--- config.mk ---
export PLATFORM = sky130hd
export DESIGN_NAME = truth_table_sweeper
export DESIGN_NICKNAME = d
export VERILOG_FILES = /design/src/rtl/truth_table_sweeper.sv
export SDC_FILE = /design/constraint.sdc
export NUM_CORES = 1
export LEC_CHECK = 0
export BUFFER_PORTS_ARGS = -buffer_cell sky130_fd_sc_hd__buf_2
export CAP_MARGIN = 30
export CORE_ASPECT_RATIO = 2
export CORE_MARGIN = 1.5
export CORE_UTILIZATION = 50
export CTS_BUF_LIST = sky130_fd_sc_hd__clkbuf_4 sky130_fd_sc_hd__clkbuf_8
export DETAILED_ROUTE_END_ITERATION = 7
export HOLD_SLACK_MARGIN = 0.15
export PLACE_DENSITY_LB_ADDON = 0.08
export SETUP_SLACK_MARGIN = 0.1
export SLEW_MARGIN = 20
export SYNTH_ARGS = -nofsm -noshare
export SYNTH_HDL_FRONTEND = slang
export SYNTH_SLANG_ARGS = --single-unit
--- constraint.sdc ---
create_clock -name clk -period 1.9 [get_ports clk]
set_input_delay 0.285 -clock clk [delete_from_list [all_inputs] [get_ports clk]]
set_output_delay 0.285 -clock clk [all_outputs]
set_load 0.03 [all_outputs]
--- src/rtl/truth_table_sweeper.sv ---
// Sweeps every input combination of an N-input function block, samples its output
// after a settle delay, and compares the captured truth table against an expected one.
module truth_table_sweeper #(
  parameter int N_INPUTS      = 4,
  parameter int SETTLE_CYCLES = 2
) (
  input  logic                     clk,
  input  logic                     reset,
  input  logic                     start,
  input  logic                     abort,
  input  logic [2**N_INPUTS-1:0]   expected,
  output logic [N_INPUTS-1:0]      fn_in,
  input  logic                     fn_out,
  output logic                     busy,
  output logic                     done,
  output logic                     match,
  output logic [2**N_INPUTS-1:0]   captured,
  output logic [N_INPUTS-1:0]      first_bad
);

  localparam int TW = 2**N_INPUTS;
  localparam int CW = (SETTLE_CYCLES < 1) ? 1 : $clog2(SETTLE_CYCLES + 1);

  localparam logic [1:0] IDLE   = 2'd0;
  localparam logic [1:0] DRIVE  = 2'd1;
  localparam logic [1:0] SAMPLE = 2'd2;
  localparam logic [1:0] FINISH = 2'd3;

  generate
    if (SETTLE_CYCLES < 1) begin : g_bad_settle
      $error("truth_table_sweeper: SETTLE_CYCLES must be at least 1");
    end
  endgenerate

  logic [1:0]          state;
  logic [N_INPUTS-1:0] idx;
  logic [CW-1:0]       cnt;
  logic [TW-1:0]       exp_q;
  logic [TW-1:0]       cap_nxt;
  logic [TW-1:0]       diff;
  logic [N_INPUTS-1:0] fb_nxt;

  // Table as it will look after the current sample, so the verdict in FINISH
  // already includes the final combination.
  always_comb begin
    cap_nxt      = captured;
    cap_nxt[idx] = fn_out;
    diff         = cap_nxt ^ exp_q;
    fb_nxt       = '0;
    for (int k = TW - 1; k >= 0; k--)
      if (diff[k]) fb_nxt = N_INPUTS'(k);
  end

  always_ff @(posedge clk) begin
    if (reset) begin
      state     <= IDLE;
      idx       <= '0;
      cnt       <= '0;
      exp_q     <= '0;
      fn_in     <= '0;
      busy      <= 1'b0;
      done      <= 1'b0;
      match     <= 1'b0;
      captured  <= '0;
      first_bad <= '0;
    end else begin
      case (state)
        IDLE: begin
          done <= 1'b0;
          if (start && !abort) begin
            exp_q    <= expected;
            captured <= '0;
            idx      <= '0;
            cnt      <= '0;
            match    <= 1'b0;
            fn_in    <= '0;
            busy     <= 1'b1;
            state    <= DRIVE;
          end
        end
        DRIVE: begin
          if (abort) begin
            state <= IDLE;
            fn_in <= '0;
            busy  <= 1'b0;
            cnt   <= '0;
          end else if (cnt == CW'(SETTLE_CYCLES - 1)) begin
            state <= SAMPLE;
          end else begin
            cnt <= cnt + 1'b1;
          end
        end
        SAMPLE: begin
          if (abort) begin
            state <= IDLE;
            fn_in <= '0;
            busy  <= 1'b0;
            cnt   <= '0;
          end else begin
            captured <= cap_nxt;
            if (idx == {N_INPUTS{1'b1}}) begin
              state     <= FINISH;
              busy      <= 1'b0;
              done      <= 1'b1;
              match     <= (cap_nxt == exp_q);
              first_bad <= fb_nxt;
              fn_in     <= '0;
            end else begin
              idx   <= idx + 1'b1;
              fn_in <= idx + 1'b1;
              cnt   <= '0;
              state <= DRIVE;
            end
          end
        end
        FINISH: begin
          done  <= 1'b0;
          state <= IDLE;
        end
        default: state <= IDLE;
      endcase
    end
  end

endmodule

==> reports/results.ini <==
[critical_path]
crit_chain = buf_4 -> ha_4 -> nand3b_4 -> mux2i_1 -> xnor2_1 -> or2_4 -> nor3_2 -> o211ai_1 -> a32o_1
cp-start-kind = flip-flop
required_ps = 2110
critical_path_class = reg2reg
worst-path-max-fanout = 6
rr_worst_depth = 9
slowest_stage = dfxtp_4
critPathArrivalTime_ps = 2260
cp-end-kind = flip-flop
slowest_delay_ps = 380

[sta]
clock_skew_ps = 8.77
post-route-period-util_pct = 108
slew_headroom_pct = 66.9
slew_violations = 0
setup_slack_ps = -151
worst_pin_slew_ps = 493
rsz0062_at_grt = yes
finalSetupViolCount = 5
clock.fmax_mhz = 488
fin_crit_ps = 2050
hold_viol = 0

[power]
peakVddDrop_mv = 0.656
power-per-cell-area_mw_per_mm2 = 577
p_leak_nw = 1.76

[routing]
wl_per_cell_microns = 15.1
drtAntennaViolNets = 0
routed_via_density = 5.50
drtIter0Drc = 127
drc = 0
wirelength_mm = 7.89
dr.pass1.iters = 4
vias = 2869

[grt]
antenna_found_initial = 0
grt_usage_pct = 26.4
overflow = 0
grt_pass1_vias = 2722
grt_start_max_net_pins = 27
grt_pass1_wl_mm = 12.5

[place]
io_buffers = 47
gp_congestion = 0.913
dp_hpwl_mm = 6.02
post_dp_cell_area_sq_mm = 0.00355

[synthesis]
synth.net_count = 399
avgSynthCellArea_sq_um = 7.72
synth_edf_count = 0
synth_top_area_share_pct = 35.9
seq_area_frac_synth_pct = 35.9
syn_inst = 369
synth.cell_area_sq_mm = 0.00285
yosys_warnings = 0
async_flop_share_pct = 0
synth_top_flop_cell = dfxtp_1
synthTopCellsByArea = dfxtp_1 36%, nand2_1 9.8%, a21oi_1 7.6%
yosysTopAreaCell = dfxtp_1
ys_ff_latch = 51
ys_types = 43

[status]
outcome = complete, but fails checks
violations = setup timing

[clock_network]
htree_levels = 2
clockBufferDepth = 2
numCtsBuffers = 5
worstSkewPairLatency_ps = 320
cts_tree = built
cts.sinks = 51
clk_pin_slew_ps = 90
root_buffer = clkbuf_8

[min_path]
hold_depth = 2
hold_path_class = in2reg

[final_layout]
area_growth_syn_to_layout_pct = 35.2
diodes = 0
final_layout_size_suffix_gt1_share_pct = 34.0
layout_common_cells = 73 x nand2_1, 53 x buf_4, 52 x nor2_1, 47 x dfxtp_1, 47 x buf_2
fin_nets = 491
utilization_pct = 70.4
stdcell_area_sq_mm = 0.00385
final_common_cell = nand2_1

[floorplanning]
dieArea_sq_mm = 0.00618
num_rows = 38
fp.coreArea_sq_mm = 0.00547
die_y_microns = 110
io_pins = 48
die_x_microns = 56.4
initial_core_util_pct = 52.1

[run]
drv_cap = 0

-- through the flow --
stage	hold WS (ps)	instances	setup WS [ps]	setup TNS [ps]	total power, mW
after detailed placement	448	504	-174	-628	1.51
after floorplan	421	369	46.4	0	1.36
final	192	522	-151	-517	2.22
after global placement	433	504	-108	-483	1.50
after CTS	190	516	-121	-560	2.23
after global routing	188	522	-244	-1140	2.32
-- cell type report --
class                           count  area [sq um]
Multi-Input combinational cell    291          1890
Fill cell                         465          1620
Sequential cell                    51          1030
Timing Repair Buffer              105           716
Clock buffer                        8           104
Tap cell                           60          75.1
Inverter                            7          33.8
-- worst paths after layout --
| kind | start | endpoint | slack (ps) |
|---|---|---|---|
| max | idx[0] | first_bad[0] | -150 |
| min | reset | exp_q[1] | 190 |
| max reg2reg | idx[0] | first_bad[0] | -150 |
| min reg2reg | first_bad[3] | first_bad[3] | 460 |
-- synthesized netlist by cell type (3+ instances only) --
master    number
nor3b_1        4
nand3b_1       6
mux2i_1       17
a21oi_1       43
nor4_1         3
dfxtp_1       51
nor2_1        53
clkbuf_1      13
nor3_1         5
a22oi_1        5
o21ai_1        5
o21ai_0        5
inv_1          7
nand3_1       11
ha_1           9
nand2b_1       4
xnor2_1       14
buf_6          4
xor2_1         5
nand2_1       74
nand3b_4       3
-- cell families (layout without fill, tap and decap cells) --
kind of cell / Yosys count / after routing / share of synthesized area (%)
buffers and inverters: 27 / 120 / 4.79
adders and majority gates: 9 / 9 / 3.95
AOI/OAI and AO/OA: 67 / 67 / 13.4
and+or+nand+nor: 178 / 178 / 29.7
muxes: 18 / 18 / 6.46
DFF: 51 / 51 / 35.9
xor gates and xnor gates: 19 / 19 / 5.84
-- flip-flops by register name, summed over array words and instances, names as in the netlist, 2 cells and up --
register   cells
state          2
idx            4
first_bad      4
fn_in          4
exp_q         16
cnt            2
captured      16
-- routing by layer --
| metal | vias up | share of wire (%) | GRT usage (%) |
|---|---|---|---|
| met5 | - | 0 | 0 |
| met4 | 0 | 4.7 | 13.6 |
| met3 | 23 | 2.8 | 3.41 |
| met2 | 69 | 57 | 52.7 |
| met1 | 1354 | 36 | 25.4 |
| li1 | 1423 | - | - |
-- power breakdown --
group          leakage (nW)  internal [mW]  switching [mW]  total, mW
sequential            0.416           1.10          0.0235       1.12
clock                0.0549          0.347           0.364      0.711
combinational          1.29          0.174           0.218      0.392
total                  1.76           1.62           0.605       2.22
-- what timing repair did --
action / in CTS / in global routing
hold buffers: 0 / 0
resized for setup: 12 / 16
pin swaps: 8 / 7
hold endpoints to repair: 0 / 0
endpoints found under the setup margin: 5 / 31
buffers inserted: 4 / 6
-- worst max-delay path: cells and delay by family, from the launching register on --
family                   cells  cell delay, ps
flip-flops                   1             380
AO/OA/AOI/OAI                2             380
AND/OR/NAND/NOR              3             530
XOR/XNOR                     1             100
adder cells (fa/ha/maj)      1             180
buffers and inverters        1             150
multiplexers                 1             210
No activity file was read; power rests on OpenSTA's default activity.
